==> src/rtl/data_ram_pkg.sv <==
// Shared types and sizes for the data_ram port-B streaming reader.
package data_ram_pkg;

    localparam int DATA_RAM_ADDR_W = 17;
    localparam int DATA_RAM_DATA_W = 24;

    typedef enum logic [1:0] {
        IDLE  = 2'd0,
        RUN   = 2'd1,
        DRAIN = 2'd2,
        DONE  = 2'd3
    } reader_state_e;

    typedef logic [DATA_RAM_DATA_W-1:0] ram_word_t;

endpackage

==> src/rtl/data_ram_reader_if.sv <==
// RAM port-B read bus and downstream word stream of the data_ram reader.
interface data_ram_reader_if
    import data_ram_pkg::*;
#(
    parameter int ADDR_W = DATA_RAM_ADDR_W,
    parameter int DATA_W = DATA_RAM_DATA_W
);

    logic              ram_read_enable;
    logic [ADDR_W-1:0] ram_address;
    logic [DATA_W-1:0] ram_read_data;

    // Stream: a word transfers in a cycle where out_valid & out_ready; once
    // out_valid rises, out_valid/out_data/out_last hold until that transfer,
    // and out_valid never depends combinationally on out_ready.
    logic              out_valid;
    logic              out_ready;
    logic [DATA_W-1:0] out_data;
    logic              out_last;

    modport master (
        output ram_read_enable, ram_address, out_valid, out_data, out_last,
        input  ram_read_data, out_ready
    );

    modport slave (
        input  ram_read_enable, ram_address, out_valid, out_data, out_last,
        output ram_read_data, out_ready
    );

endinterface

==> src/rtl/stream_fifo.sv <==
// Synchronous FIFO with registered storage; push into a full FIFO is only
// accepted when a pop happens in the same cycle.
module stream_fifo #(
    parameter  int WIDTH = 25,
    parameter  int DEPTH = 4,
    localparam int PTR_W = $clog2(DEPTH),
    localparam int CNT_W = PTR_W + 1
) (
    input  logic             clock,
    input  logic             reset,
    input  logic             push_i,
    input  logic [WIDTH-1:0] push_data_i,
    input  logic             pop_i,
    output logic [WIDTH-1:0] pop_data_o,
    output logic             full_o,
    output logic             empty_o,
    output logic [CNT_W-1:0] count_o
);

    logic [WIDTH-1:0] mem_q [DEPTH];
    logic [PTR_W-1:0] wr_ptr_q, rd_ptr_q;
    logic [CNT_W-1:0] count_q;
    logic             do_push, do_pop;

    assign full_o     = (count_q == CNT_W'(DEPTH));
    assign empty_o    = (count_q == '0);
    assign count_o    = count_q;
    assign pop_data_o = mem_q[rd_ptr_q];

    assign do_pop  = pop_i & ~empty_o;
    assign do_push = push_i & (~full_o | do_pop);

    // Storage is reset too so the head word reads as zero out of reset.
    always_ff @(posedge clock or negedge reset) begin
        if (!reset) begin
            for (int i = 0; i < DEPTH; i++) mem_q[i] <= '0;
            wr_ptr_q <= '0;
            rd_ptr_q <= '0;
            count_q  <= '0;
        end else begin
            if (do_push) begin
                mem_q[wr_ptr_q] <= push_data_i;
                wr_ptr_q        <= wr_ptr_q + PTR_W'(1);
            end
            if (do_pop) rd_ptr_q <= rd_ptr_q + PTR_W'(1);
            case ({do_push, do_pop})
                2'b10:   count_q <= count_q + CNT_W'(1);
                2'b01:   count_q <= count_q - CNT_W'(1);
                default: count_q <= count_q;
            endcase
        end
    end

endmodule

==> src/rtl/data_ram_reader.sv <==
// Streaming read engine on data_ram port B: windowed sequential reads into a
// credit-guarded FIFO feeding a valid/ready stream. Optional DATA_RAM_READER_CNT_EN adds beat_count.
module data_ram_reader
    import data_ram_pkg::*;
#(
    parameter int ADDR_W     = DATA_RAM_ADDR_W,
    parameter int DATA_W     = DATA_RAM_DATA_W,
    parameter int FIFO_DEPTH = 4
) (
    input  logic              clock,
    input  logic              reset,
    input  logic              start,
    input  logic [ADDR_W-1:0] base_addr,
    input  logic [ADDR_W:0]   length,
    output logic              busy,
    output logic              done,
    output reader_state_e     dbg_state,
`ifdef DATA_RAM_READER_CNT_EN
    output logic [ADDR_W:0]   beat_count,
`endif
    data_ram_reader_if.master bus
);

    localparam int LEN_W = ADDR_W + 1;
    localparam int CNT_W = $clog2(FIFO_DEPTH) + 1;

    reader_state_e     state_q, state_d;
    logic [ADDR_W-1:0] base_q, base_d;
    logic [LEN_W-1:0]  len_q, len_d;
    logic [LEN_W-1:0]  issued_q, issued_d;
    logic [ADDR_W-1:0] addr_q, addr_d;
    logic              rd_en_q, rd_en_d;
    logic              rd_last_q, rd_last_d;
    logic              ret_q, ret_last_q;

    logic [DATA_W:0]   head;
    logic              fifo_full, fifo_empty;
    logic [CNT_W-1:0]  fifo_count;
    logic              pop, push;
    logic [CNT_W:0]    credit_used;
    logic              credit_ok;

    // A read decided now lands in the FIFO two cycles later; counting the
    // read on the bus and the word returning keeps a slot for every one.
    assign credit_used = {1'b0, fifo_count}
                       + {{CNT_W{1'b0}}, rd_en_q}
                       + {{CNT_W{1'b0}}, ret_q};
    assign credit_ok   = credit_used < (CNT_W + 1)'(FIFO_DEPTH);

    assign pop  = bus.out_valid & bus.out_ready;
    assign push = ret_q & (~fifo_full | pop);

    always_comb begin
        state_d   = state_q;
        base_d    = base_q;
        len_d     = len_q;
        issued_d  = issued_q;
        addr_d    = addr_q;
        rd_en_d   = 1'b0;
        rd_last_d = 1'b0;
        case (state_q)
            IDLE: begin
                if (start) begin
                    base_d   = base_addr;
                    len_d    = length;
                    issued_d = '0;
                    if (length == '0) begin
                        state_d = DONE;
                    end else begin
                        state_d   = RUN;
                        rd_en_d   = 1'b1;
                        addr_d    = base_addr;
                        rd_last_d = (length == LEN_W'(1));
                        issued_d  = LEN_W'(1);
                    end
                end
            end
            RUN: begin
                if (issued_q == len_q) begin
                    state_d = DRAIN;
                end else if (credit_ok) begin
                    rd_en_d   = 1'b1;
                    addr_d    = base_q + issued_q[ADDR_W-1:0];
                    rd_last_d = (issued_q == len_q - LEN_W'(1));
                    issued_d  = issued_q + LEN_W'(1);
                end
            end
            DRAIN: begin
                if (pop && head[DATA_W]) state_d = DONE;
            end
            DONE:    state_d = IDLE;
            default: state_d = IDLE;
        endcase
    end

    always_ff @(posedge clock or negedge reset) begin
        if (!reset) begin
            state_q    <= IDLE;
            base_q     <= '0;
            len_q      <= '0;
            issued_q   <= '0;
            addr_q     <= '0;
            rd_en_q    <= 1'b0;
            rd_last_q  <= 1'b0;
            ret_q      <= 1'b0;
            ret_last_q <= 1'b0;
        end else begin
            state_q    <= state_d;
            base_q     <= base_d;
            len_q      <= len_d;
            issued_q   <= issued_d;
            addr_q     <= addr_d;
            rd_en_q    <= rd_en_d;
            rd_last_q  <= rd_last_d;
            ret_q      <= rd_en_q;
            ret_last_q <= rd_last_q;
        end
    end

    stream_fifo #(
        .WIDTH (DATA_W + 1),
        .DEPTH (FIFO_DEPTH)
    ) u_fifo (
        .clock       (clock),
        .reset       (reset),
        .push_i      (push),
        .push_data_i ({ret_last_q, bus.ram_read_data}),
        .pop_i       (pop),
        .pop_data_o  (head),
        .full_o      (fifo_full),
        .empty_o     (fifo_empty),
        .count_o     (fifo_count)
    );

    assign bus.ram_read_enable = rd_en_q;
    assign bus.ram_address     = addr_q;
    assign bus.out_valid       = ~fifo_empty;
    assign bus.out_data        = head[DATA_W-1:0];
    assign bus.out_last        = ~fifo_empty & head[DATA_W];

    assign busy      = (state_q == RUN) || (state_q == DRAIN);
    assign done      = (state_q == DONE);
    assign dbg_state = state_q;

`ifdef DATA_RAM_READER_CNT_EN
    logic [ADDR_W:0] beat_q;

    always_ff @(posedge clock or negedge reset) begin
        if (!reset)                       beat_q <= '0;
        else if (state_q == IDLE && start) beat_q <= '0;
        else if (pop)                     beat_q <= beat_q + LEN_W'(1);
    end

    assign beat_count = beat_q;
`endif

endmodule

==> src/flat_wrapper.sv <==
// flat-port wrapper written by rule: the top's interface ports become plain ports
module data_ram_reader_flat import data_ram_pkg::*;
#(
    parameter int ADDR_W     = DATA_RAM_ADDR_W,
    parameter int DATA_W     = DATA_RAM_DATA_W,
    parameter int FIFO_DEPTH = 4
)
  (clock, reset, start, base_addr, length, busy, done, dbg_state, bus_ram_read_enable, bus_ram_address, bus_out_valid, bus_out_data, bus_out_last, bus_ram_read_data, bus_out_ready);
  data_ram_reader_if #(.ADDR_W(ADDR_W), .DATA_W(DATA_W)) bus_i ();
  input  logic clock;
  input  logic reset;
  input  logic start;
  input  logic [ADDR_W-1:0] base_addr;
  input  logic [ADDR_W:0] length;
  output logic busy;
  output logic done;
  output reader_state_e dbg_state;
  output wire logic [$bits(bus_i.ram_read_enable)-1:0] bus_ram_read_enable;
  output wire logic [$bits(bus_i.ram_address)-1:0] bus_ram_address;
  output wire logic [$bits(bus_i.out_valid)-1:0] bus_out_valid;
  output wire logic [$bits(bus_i.out_data)-1:0] bus_out_data;
  output wire logic [$bits(bus_i.out_last)-1:0] bus_out_last;
  input wire logic [$bits(bus_i.ram_read_data)-1:0] bus_ram_read_data;
  input wire logic [$bits(bus_i.out_ready)-1:0] bus_out_ready;
  assign bus_ram_read_enable = bus_i.ram_read_enable;
  assign bus_ram_address = bus_i.ram_address;
  assign bus_out_valid = bus_i.out_valid;
  assign bus_out_data = bus_i.out_data;
  assign bus_out_last = bus_i.out_last;
  assign bus_i.ram_read_data = bus_ram_read_data;
  assign bus_i.out_ready = bus_out_ready;
  data_ram_reader #(.ADDR_W(ADDR_W), .DATA_W(DATA_W), .FIFO_DEPTH(FIFO_DEPTH)) u_core (.clock(clock), .reset(reset), .start(start), .base_addr(base_addr), .length(length), .busy(busy), .done(done), .dbg_state(dbg_state), .bus(bus_i));
endmodule
==> config.mk <==
export PLATFORM = sky130hd
export DESIGN_NAME = data_ram_reader_flat
export DESIGN_NICKNAME = d
export VERILOG_FILES = /design/src/rtl/data_ram_pkg.sv /design/src/rtl/data_ram_reader_if.sv /design/src/rtl/stream_fifo.sv /design/src/rtl/data_ram_reader.sv /design/src/flat_wrapper.sv
export SDC_FILE = /design/constraint.sdc
export NUM_CORES = 1
export LEC_CHECK = 0
export ABC_AREA = 1
export BUFFER_PORTS_ARGS = -buffer_cell sky130_fd_sc_hd__buf_2
export CAP_MARGIN = 20
export CORE_MARGIN = 4
export CORE_UTILIZATION = 40
export DETAILED_ROUTE_END_ITERATION = 10
export HOLD_SLACK_MARGIN = 0.1
export PLACE_DENSITY = 0.7
export SYNTH_ARGS = -nofsm -noshare
export SYNTH_HDL_FRONTEND = slang
export SYNTH_SLANG_ARGS = --single-unit
==> constraint.sdc <==
create_clock -name clock -period 2 [get_ports clock]
set_clock_uncertainty 0.2 [all_clocks]
set_input_delay 0.1 -clock clock [delete_from_list [all_inputs] [get_ports clock]]
set_output_delay 0.1 -clock clock [all_outputs]
set_load 0.02 [all_outputs]
==> key figures <==
Setup path
  – RR Startpoint: u_core.issued_q[1]$_DFFE_PN0P_
  – Critical Path End Type: flip-flop
  – Req. time, crit path: between 2000 and 2500 ps
  – R2R Setup Slk: -170 ps
  – Setup CP Type: reg -> reg
  – Crit-path slowest cell: dfrtp_1
  – Reg-to-Reg End: u_core.bus.ram_address[0]$_DFFE_PN0P_
  – Crit path launch type: flip-flop
  – Crit path cell chain: inv_2 > buf_4 > nand2_2 > nand2_2 > nor2_2 > nand3_2 > nor2_4 > nand3_4 > buf_6 > buf_4 > nand4_4 > clkbuf_16 > nand2_1 > nand2_1
  – Crit path largest cell delay: between 300 and 400 ps
  – Worst Path Arrival: 2350 ps
  – R2R cell count: 14
  – Crit path max fanout: 8

CTS
  – CTS tree: done
  – H-tree levels: 4
  – Max Buffers Root-to-Sink: 2
  – Root buffer cell: clkbuf_16
  – Cts bufs inserted: 17
  – Clk_lat worst skew: between 400 and 500 ps
  – # clock sinks: between 150 and 200
  – Clock slew at the register clock pins of the worst setup and hold paths: about 80 ps

Synthesis
  – Top post-synthesis cells by area: dfrtp_1, nand2_1, mux2_2, o21ai_0, nor2_1
  – Main synth FF type: dfrtp_1
  – Count leader, synth: nand2_1
  – Synth top area share: 0.445
  – Synth unique cells: 36
  – Mapped Avg Cell Area: ~8.2 um2
  – Synthesized Nets: about 1300
  – Most frequent cells after synthesis: nand2_1, dfrtp_1, nor2_1, inv_1, o21ai_0
  – Asr flop ratio synth: 1.00
  – Flops & latches, synth: about 180
  – Netlist Area Pre-Place: about 10000 um2
  – Sequential share of the synthesized area: 0.445
  – Area leader, netlist: dfrtp_1
  – Synth Instances: between 1000 and 1500
  – Post-synth EDFFs: 0
  – Yosys warnings: 0

Placed design
  – HPWL after detailed placement: roughly 19 mm
  – Port bufs: between 100 and 150
  – Final RePlAce weighted congestion: 0.864
  – Placed Cells: roughly 1700
  – Cell Area, Placed: about 12000 um2
  – Post-placement setup slack: -184 ps

Global route
  – Routing usage on met1: 0.253
  – Pin count of the biggest net entering global routing: 56
  – Gr ovfl total: 0
  – Most Crowded Layer GR: met2
  – Initial antenna violation count: 0
  – Total GRT Usage: 0.202
  – M2 GR Usage: 0.356
  – Met3 Use GR: 0.0329
  – First-pass GRT wire length: around 46 mm
  – Vias in the first global route: between 9000 and 10000

Detailed routing
  – Remaining DRCs: 0
  – Initial DRC Count: 680
  – WL/cell: roughly 17 um
  – DRT Wirelength: 31.5 mm
  – Via density: around 5.2
  – Remaining antenna violation count: 0
  – First-pass DRT Iterations: 5
  – Via count: 9877

Pwr
  – Pwr dens: about 1600 nW/um2
  – Static Leak: between 7 and 8 nW
  – VDD IR-drop max: 1010 uV
  – Pwr Total: roughly 24 mW

Layout
  – Area grow syn2layout: 41.2%
  – Area occupied by multi-input gates: roughly 5600 um2
  – # diodes: 0
  – Reg area: approximately 4600 um2
  – Layout cell share with drive strength beyond 1: 0.353
  – Final nets: between 1500 and 2000
  – Post-layout util: 0.575
  – Final Instance Area: roughly 15000 um2
  – Fin cells: 1892
  – Filler instances: between 2000 and 2500

STA
  – Max Slew Vio Count: 0
  – Setup_tns: -7000 ps
  – Final hold slack: 152 ps
  – RSZ-0062 raised after global routing: yes
  – Final Cycle Share: 1.09
  – Clock period minus final worst setup slack: between 2000 and 2500 ps
  – Worst Tran Pin Value: 796 ps
  – Fmax: between 400 and 500 MHz
  – Max_slew headroom: 0.468
  – Final Worst Setup Slack: -174 ps
  – Final-report setup violation count: 79
  – Hold Fails Final Rpt: 0

Worst hold path
  – Hold path start: u_core.rd_last_q$_DFF_PN0_
  – Worst Hold Path Cells: 0
  – Hold Path Class: reg -> reg
  – Hold-critical path endpoint: u_core.ret_last_q$_DFF_PN0_

Floorplan
  – Core area: 25300 um2
  – Initial core utilization: 0.407
  – Die ar.: roughly 28000 um2
  – Die height: 168 um
  – FP Rows: 58
  – Die width: 168 um
  – I/O pins: approximately 110

Job
  – Max-capacitance violation count: 0

Run status
  – Status: finished with violations
  – Failing checks: setup timing
==> how the worst max path moves through the flow <==
| stage | to | startpoint | slack, ps |
|---|---|---|---|
| 2_1_floorplan | u_core.u_fifo.count_o[2]$_DFFE_PN0P_ | u_core.u_fifo.count_o[0]$_DFFE_PN0P_ | -240 |
| 3_3_place_gp | u_core.u_fifo.mem_q[20]$_DFFE_PN0P_ | u_core.u_fifo.count_o[0]$_DFFE_PN0P_ | -180 |
| 3_5_place_dp | u_core.u_fifo.mem_q[6]$_DFFE_PN0P_ | u_core.u_fifo.count_o[0]$_DFFE_PN0P_ | -180 |
| 4_1_cts | u_core.u_fifo.mem_q[17]$_DFFE_PN0P_ | u_core.u_fifo.count_o[1]$_DFFE_PN0P_ | -180 |
| 5_1_grt | u_core.bus.ram_address[0]$_DFFE_PN0P_ | u_core.len_q[0]$_DFFE_PN0P_ | -290 |
| 6_report | u_core.bus.ram_address[0]$_DFFE_PN0P_ | u_core.issued_q[1]$_DFFE_PN0P_ | -170 |
==> logic make-up after synthesis <==
family                     count (synthesis)  synth area share
muxes                                     98             0.107
DFF                                      183             0.445
buffers and inverters                    163            0.0669
AOI/OAI and AO/OA                        163            0.0830
and+or+nand+nor                          587             0.240
xor gates and xnor gates                  23            0.0196
adders and majority gates                 30            0.0380
==> where the power goes <==
part / switching [mW] / internal [mW]
clock: 1.72 / 1.82
combinational: 7.43 / 6.45
sequential: 1.12 / 5.38
==> metal layers <==
| layer | vias to the layer above | wire length (um) | part of all wire |
|---|---|---|---|
| met1 | 4820 | 13300 | 0.42 |
| met4 | 0 | 831 | 0.026 |
| met3 | 67 | 1590 | 0.050 |
| li1 | 4660 | - | - |
| met2 | 330 | 15800 | 0.50 |
| met5 | - | 0 | 0 |
==> timing repair <==
item,in CTS,in global routing
endpoints found under the hold margin,339,0
pin swaps,25,28
cloned,8,9
buffers inserted,32,25
gates resized for setup,77,147
hold buffers,64,0
endpoints found under the setup margin,144,164
==> worst max-delay path, delay by kind of cell (launching register included) <==
kind	cells	cell delay [ps]
flops	1	380
buf+inv	5	660
simple gates	9	870
==> registers in the layout, indices dropped and copies added (netlist names) <==
signal and cells:
u_core.base_q 17, u_core.bus.ram_address 17, u_core.bus.ram_read_enable 1, u_core.dbg_state 2, u_core.issued_q 18, u_core.len_q 18, u_core.rd_last_q 1, u_core.ret_last_q 1
u_core.ret_q 1, u_core.u_fifo.count_o 3, u_core.u_fifo.mem_q 100, u_core.u_fifo.rd_ptr_q 2, u_core.u_fifo.wr_ptr_q 2
==> layout make-up <==
type / instances / share of cell area
inverter: 115 / 0.0304
clock inverter: 15 / 0.0136
sequential: 183 / 0.316
multi-input combinational: 904 / 0.383
timing repair buffer: 328 / 0.199
tap: 330 / 0.0284
clock buffer: 17 / 0.0293
==> layout by cell type, fill, tap and decap left out, types with 20 or more instances in the layout <==
cell type	count
clkbuf_16	23
o22ai_1	20
o21ai_0	84
buf_2	92
mux2_2	98
dfrtp_1	173
inv_1	98
buf_4	128
nor2_1	109
nand2_1	303
dlygate4sd3_1	64
nand2_2	39
nand3_1	53
No activity file was read; power rests on OpenSTA's default activity.
